===== config.mk =====
export PLATFORM = sky130hd
export DESIGN_NAME = alu_muldiv_unit
export DESIGN_NICKNAME = d
export VERILOG_FILES = /design/src/rtl/mips_muldiv_pkg.sv /design/src/rtl/alu_muldiv_unit_shift_core.sv /design/src/rtl/alu_muldiv_unit.sv
export SDC_FILE = /design/constraint.sdc
export NUM_CORES = 1
export LEC_CHECK = 0
export BUFFER_PORTS_ARGS = -buffer_cell sky130_fd_sc_hd__buf_2
export CORE_MARGIN = 4
export CORE_UTILIZATION = 40
export CTS_CLUSTER_DIAMETER = 150
export DETAILED_ROUTE_END_ITERATION = 16
export PLACE_DENSITY_LB_ADDON = 0.3
export SKIP_CTS_REPAIR_TIMING = 1
export SYNTH_ARGS = -nofsm -noshare
export SYNTH_HDL_FRONTEND = slang
export SYNTH_SLANG_ARGS = --single-unit

===== constraint.sdc =====
create_clock -name clk -period 6.9 [get_ports clk]
set_input_delay 1.725 -clock clk [delete_from_list [all_inputs] [get_ports clk]]
set_output_delay 1.725 -clock clk [all_outputs]
set_load 0.005 [all_outputs]

===== src/rtl/mips_muldiv_pkg.sv =====
// mips_muldiv_pkg
// Shared definitions for the multiply/divide unit: R-type funct codes of the
// HI/LO group and the controller state encoding.
package mips_muldiv_pkg;

    localparam logic [5:0] FUNCT_MFHI  = 6'h10;
    localparam logic [5:0] FUNCT_MTHI  = 6'h11;
    localparam logic [5:0] FUNCT_MFLO  = 6'h12;
    localparam logic [5:0] FUNCT_MTLO  = 6'h13;
    localparam logic [5:0] FUNCT_MULT  = 6'h18;
    localparam logic [5:0] FUNCT_MULTU = 6'h19;
    localparam logic [5:0] FUNCT_DIV   = 6'h1A;
    localparam logic [5:0] FUNCT_DIVU  = 6'h1B;

    typedef enum logic [2:0] {
        ST_IDLE,
        ST_MUL,
        ST_DIV,
        ST_FIX,
        ST_DONE
    } state_t;

endpackage


===== src/rtl/alu_muldiv_unit_shift_core.sv =====
// muldiv_shift_core
// Iteration datapath shared by multiply and divide: a DATA_W-bit accumulator,
// a DATA_W-bit shift register, a held operand and an iteration counter.
//   clk, reset : clock, synchronous active-high reset
//   load       : capture operands, clear accumulator and counter
//   step       : perform one iteration (one product / quotient bit)
//   div_mode   : 1 = restoring divide, 0 = shift-add multiply
//   op_a, op_b : unsigned magnitudes (multiplicand/multiplier or dividend/divisor)
//   last       : current step is the final (DATA_W-th) iteration
//   hi, lo     : multiply: product high/low; divide: remainder/quotient
module muldiv_shift_core #(
    parameter int DATA_W = 32
) (
    input  logic              clk,
    input  logic              reset,
    input  logic              load,
    input  logic              step,
    input  logic              div_mode,
    input  logic [DATA_W-1:0] op_a,
    input  logic [DATA_W-1:0] op_b,
    output logic              last,
    output logic [DATA_W-1:0] hi,
    output logic [DATA_W-1:0] lo
);

    localparam int CNT_W = $clog2(DATA_W) + 1;

    logic [DATA_W-1:0] acc;
    logic [DATA_W-1:0] sreg;
    logic [DATA_W-1:0] opnd;
    logic [CNT_W-1:0]  count;
    logic [DATA_W:0]   mul_sum;
    logic [DATA_W:0]   div_shift;
    logic [DATA_W:0]   div_diff;

    always_comb begin
        mul_sum   = sreg[0] ? ({1'b0, acc} + {1'b0, opnd}) : {1'b0, acc};
        div_shift = {acc, sreg[DATA_W-1]};
        // Remainder stays below the divisor, so bit DATA_W is a clean borrow.
        div_diff  = div_shift - {1'b0, opnd};
    end

    assign last = (count == CNT_W'(DATA_W - 1));
    assign hi   = acc;
    assign lo   = sreg;

    always_ff @(posedge clk) begin
        if (reset) begin
            acc   <= '0;
            sreg  <= '0;
            opnd  <= '0;
            count <= '0;
        end else if (load) begin
            acc   <= '0;
            count <= '0;
            sreg  <= div_mode ? op_a : op_b;
            opnd  <= div_mode ? op_b : op_a;
        end else if (step) begin
            count <= count + 1'b1;
            if (div_mode) begin
                if (!div_diff[DATA_W]) begin
                    acc  <= div_diff[DATA_W-1:0];
                    sreg <= {sreg[DATA_W-2:0], 1'b1};
                end else begin
                    acc  <= div_shift[DATA_W-1:0];
                    sreg <= {sreg[DATA_W-2:0], 1'b0};
                end
            end else begin
                acc  <= mul_sum[DATA_W:1];
                sreg <= {mul_sum[0], sreg[DATA_W-1:1]};
            end
        end
    end

endmodule


===== src/rtl/alu_muldiv_unit.sv =====
// alu_muldiv_unit
// Iterative multiply/divide unit with architectural HI/LO registers.
// Executes MULT/MULTU/DIV/DIVU (DATA_W+2 cycle latency, Start/Busy/Done
// handshake) and MTHI/MTLO (single edge). MFHI/MFLO read Hi/Lo directly.
// Build option: MULDIV_SIGNED_EN -- when defined MULT/DIV are signed; when
// undefined they behave as MULTU/DIVU and no sign logic is built.
//   clk, reset : clock, synchronous active-high reset
//   Start      : request, sampled only in IDLE
//   Funct      : operation select, sampled with Start
//   SrcA, SrcB : multiplicand/dividend (or MTHI/MTLO data), multiplier/divisor
//   Busy       : operation in flight
//   Done       : one-cycle completion pulse
//   DivByZero  : with Done, divisor was zero
//   Hi, Lo     : HI and LO registers
module alu_muldiv_unit
    import mips_muldiv_pkg::*;
#(
    parameter int DATA_W  = 32,
    parameter int FUNCT_W = 6
) (
    input  logic               clk,
    input  logic               reset,
    input  logic               Start,
    input  logic [FUNCT_W-1:0] Funct,
    input  logic [DATA_W-1:0]  SrcA,
    input  logic [DATA_W-1:0]  SrcB,
    output logic               Busy,
    output logic               Done,
    output logic               DivByZero,
    output logic [DATA_W-1:0]  Hi,
    output logic [DATA_W-1:0]  Lo
);

    state_t state, state_next;

    logic              is_mul, is_div, is_mthi, is_mtlo;
    logic              core_load, core_step, core_div, core_last;
    logic              div_op, dbz;
    logic [DATA_W-1:0] op_a, op_b;
    logic [DATA_W-1:0] core_hi, core_lo;
    logic [DATA_W-1:0] fix_hi, fix_lo;

    assign is_mul  = (Funct == FUNCT_W'(FUNCT_MULT)) || (Funct == FUNCT_W'(FUNCT_MULTU));
    assign is_div  = (Funct == FUNCT_W'(FUNCT_DIV))  || (Funct == FUNCT_W'(FUNCT_DIVU));
    assign is_mthi = (Funct == FUNCT_W'(FUNCT_MTHI));
    assign is_mtlo = (Funct == FUNCT_W'(FUNCT_MTLO));

`ifdef MULDIV_SIGNED_EN
    logic                sgn_op, neg_a, neg_b;
    logic                neg_res, neg_rem;
    logic [2*DATA_W-1:0] prod_neg;

    assign sgn_op = (Funct == FUNCT_W'(FUNCT_MULT)) || (Funct == FUNCT_W'(FUNCT_DIV));
    assign neg_a  = sgn_op & SrcA[DATA_W-1];
    assign neg_b  = sgn_op & SrcB[DATA_W-1];
    // Most-negative maps to itself, which is its correct unsigned magnitude.
    assign op_a   = neg_a ? -SrcA : SrcA;
    assign op_b   = neg_b ? -SrcB : SrcB;

    always_ff @(posedge clk) begin
        if (reset) begin
            neg_res <= 1'b0;
            neg_rem <= 1'b0;
        end else if (core_load) begin
            neg_res <= neg_a ^ neg_b;
            neg_rem <= neg_a & is_div;
        end
    end

    assign prod_neg = -{core_hi, core_lo};

    always_comb begin
        fix_hi = core_hi;
        fix_lo = core_lo;
        if (div_op) begin
            if (neg_res) fix_lo = -core_lo;
            if (neg_rem) fix_hi = -core_hi;
        end else if (neg_res) begin
            {fix_hi, fix_lo} = prod_neg;
        end
    end
`else
    assign op_a   = SrcA;
    assign op_b   = SrcB;
    assign fix_hi = core_hi;
    assign fix_lo = core_lo;
`endif

    always_ff @(posedge clk) begin
        if (reset) state <= ST_IDLE;
        else       state <= state_next;
    end

    always_comb begin
        state_next = state;
        core_load  = 1'b0;
        core_step  = 1'b0;
        core_div   = div_op;
        case (state)
            ST_IDLE: begin
                core_div = is_div;
                if (Start) begin
                    if (is_mul) begin
                        core_load  = 1'b1;
                        state_next = ST_MUL;
                    end else if (is_div) begin
                        if (SrcB == '0) begin
                            state_next = ST_DONE;
                        end else begin
                            core_load  = 1'b1;
                            state_next = ST_DIV;
                        end
                    end
                end
            end
            ST_MUL, ST_DIV: begin
                core_step = 1'b1;
                if (core_last) state_next = ST_FIX;
            end
            ST_FIX:  state_next = ST_DONE;
            ST_DONE: state_next = ST_IDLE;
            default: state_next = ST_IDLE;
        endcase
    end

    always_ff @(posedge clk) begin
        if (reset) begin
            div_op <= 1'b0;
            dbz    <= 1'b0;
        end else if (state == ST_IDLE && Start) begin
            div_op <= is_div;
            dbz    <= is_div && (SrcB == '0);
        end
    end

    always_ff @(posedge clk) begin
        if (reset) begin
            Hi <= '0;
            Lo <= '0;
        end else if (state == ST_FIX) begin
            Hi <= fix_hi;
            Lo <= fix_lo;
        end else if (state == ST_IDLE && Start) begin
            if (is_mthi) Hi <= SrcA;
            if (is_mtlo) Lo <= SrcA;
        end
    end

    assign Busy      = (state == ST_MUL) || (state == ST_DIV) || (state == ST_FIX);
    assign Done      = (state == ST_DONE);
    assign DivByZero = (state == ST_DONE) && dbz;

    muldiv_shift_core #(
        .DATA_W(DATA_W)
    ) u_core (
        .clk      (clk),
        .reset    (reset),
        .load     (core_load),
        .step     (core_step),
        .div_mode (core_div),
        .op_a     (op_a),
        .op_b     (op_b),
        .last     (core_last),
        .hi       (core_hi),
        .lo       (core_lo)
    );

endmodule

==> flow_summary.json <==
{
  "start_kind": "input pin",
  "crit_path_cell_trace": "buf_2, nor4_1, nand2_1, nor4_1, buf_4, a211oi_4, buf_4, or2_2, nor2_2, a21oi_1, o31ai_1",
  "slew_headroom_pct": 23.8,
  "clk_latency_ps": 450,
  "setup_violations": 0,
  "synth_cell_type_count": 71,
  "grt_busiest_layer": "met2",
  "hold_violations": 0,
  "drtIter0Drc": 909,
  "wl_um": 39000,
  "timing.fmax_ghz": 0.239,
  "synth_cells": 1638,
  "drv_slew": 0,
  "clkSlewWorstSetupHoldPaths_ps": 70,
  "holdPathStages": 2,
  "r2r_slack_ps": 2870,
  "cap_violations": 0,
  "cp_num_buf_inv": 3,
  "antenna_left": 0,
  "grtUsageMet1_pct": 32.0,
  "num_vias": 12203,
  "yosysSeqAreaShare_pct": 28.2,
  "htree_levels": 4,
  "r2r_end": "u_core.hi[16]",
  "post-route-drc-count": 0,
  "grt_pass1_wl_um": 62700,
  "first_pass_iters": 5,
  "nets": 1841,
  "min_path_type": "reg -> reg",
  "use_met2_pct": 36.6,
  "ys_warn_count": 0,
  "core_sq_um": 29800,
  "via_per_inst": 5.80,
  "crit_family": "simple AND/OR/NAND/NOR gates",
  "start_util_pct": 40.7,
  "hpwl_um": 27800,
  "p_leak_uw": 0.00584,
  "grt_use_met3_pct": 3.69,
  "cp_max_fo": 25,
  "cts_buffer_depth": 2,
  "grt_pass1_vias": 11643,
  "die_h_um": 182,
  "place.gp.congestion": 0.952,
  "grt_usage_pct": 22.9,
  "fp.dieW_um": 182,
  "ios": 140,
  "worst_pin_slew_ps": 1140,
  "tns_ps": 0,
  "period_share_pct": 60.7,
  "worstSetupPathType": "in -> reg",
  "antennaDiodeCount": 0,
  "p_per_area_nw_per_um2": 312,
  "hold_ws_ps": 485,
  "cts.sinks": 171,
  "endpoint_kind": "register",
  "arrival_ps": 4540,
  "overflow": 0,
  "area_delta_synth_final_pct": 12.3,
  "hold_end": "u_core.count[1]",
  "min-delay-start": "u_core.count[1]",
  "ir_drop_uv": 221,
  "rsz0062_at_grt": "no",
  "cts_made_buffers": 17,
  "grt_max_degree": 107,
  "fp.dieArea_sq_um": 33100,
  "fin_crit_ps": 4190,
  "slowest_delay_ps": 720,
  "portBuffers": 139,
  "netlist_area_sq_um": 12100,
  "fillers": 3048,
  "finClkSkew_ps": 10.2,
  "avgRoutedWirePerCell_um": 18.5,
  "synth_enable_flop_cells": 0,
  "cts_tree": "built",
  "async_flop_share_pct": 0,
  "ys_ff_latch": 171,
  "synth_flop_cell": "dfxtp_1",
  "p_total_uw": 4240,
  "avgSynthCellArea_sq_um": 7.40,
  "final_common_cell": "nand2_1",
  "core.rowCount": 63,
  "status": "complete, no violations",
  "slowest_stage": "nor2_2",
  "required_ps": 7260,
  "drive_above_1_share_pct": 12.6,
  "cts-root-buf": "clkbuf_16",
  "synth.net_count": 1778,
  "antenna_found_initial": 0,
  "final_util_pct": 45.7,
  "layout_common_cells": "nand2_1 (328), dfxtp_1 (171), nor2_1 (167), a21oi_1 (167), buf_2 (138)",
  "r2r_start": "u_core.lo[31]",
  "rr_worst_depth": 13
}
==> metal layers <==
layer / wire length, um / vias to the layer above
li1: - / 6021
met1: 17900 / 5725
met2: 17900 / 403
met3: 2450 / 54
met4: 770 / 0
met5: 0 / -
==> power breakdown <==
group / total (uW) / internal (uW) / switching, uW
sequential: 1210 / 1090 / 119
combinational: 2040 / 752 / 1290
clock: 993 / 542 / 452
==> registers in the layout, indices dropped and copies added, names as in the netlist <==
| name | count |
|---|---|
| u_core.hi | 32 |
| state | 3 |
| dbz | 1 |
| u_core.count | 6 |
| div_op | 1 |
| u_core.opnd | 32 |
| u_core.lo | 32 |
| Hi | 32 |
| Lo | 32 |
==> synth_stat cells, types with 32 or more instances <==
master / n / area, sq um
o21ai_0: 68 / 340
nor2_1: 168 / 631
clkbuf_1: 87 / 327
a21oi_1: 167 / 836
dfxtp_1: 171 / 3420
xor2_1: 32 / 280
mux2i_1: 84 / 841
ha_1: 65 / 813
nand2_1: 329 / 1230
inv_1: 42 / 158
a311oi_1: 32 / 280
a211oi_1: 87 / 653
==> per-stage QoR <==
step	instances	worst slack, ps	area [sq um]
after floorplan	1638	3180	12100
after global placement	2072	2300	13000
after detailed placement	2072	2260	13000
after CTS	2104	2740	13600
after global routing	2104	2520	13600
final	2104	2710	13600
==> kinds of logic (layout without fill, tap and decap cells) <==
| family | Yosys count | count (layout) | synth area share [%] |
|---|---|---|---|
| AO/OA/AOI/OAI | 487 | 487 | 26.5 |
| XOR/XNOR | 59 | 59 | 4.26 |
| adder cells (fa/ha/maj) | 67 | 67 | 7.04 |
| buffers and inverters | 152 | 228 | 4.98 |
| flip-flops | 171 | 171 | 28.2 |
| multiplexers | 93 | 93 | 7.77 |
| AND/OR/NAND/NOR | 609 | 609 | 21.2 |
==> cell type report <==
class	count	area (sq um)	share of cell area, %
flip-flops and latches	171	3420	25.1
inverters	43	161	1.19
multi-input cells	1315	8140	59.8
well taps	390	488	3.58
clock inverters	15	164	1.20
clock buffers	17	425	3.12
repair buffers	153	816	5.99
==> tightest hold or removal path, stage by stage, from the launching register on <==
cell     delay (ps)
dfxtp_1         330
nand2_1          60
a21oi_1          50
==> worst max path at each step <==
stage                        start             to  slack [ps]  depth (start not counted)
after floorplan            SrcB[3]   u_core.hi[7]        3180                          9
after global placement    SrcB[14]   u_core.hi[7]        2300                         11
after detailed placement  SrcB[14]   u_core.hi[7]        2260                         11
after CTS                 SrcB[14]   u_core.hi[7]        2740                         11
after global routing      SrcB[14]  u_core.hi[14]        2520                         11
final                     SrcB[14]   u_core.hi[7]        2710                         11
No activity file was read; power rests on OpenSTA's default activity.
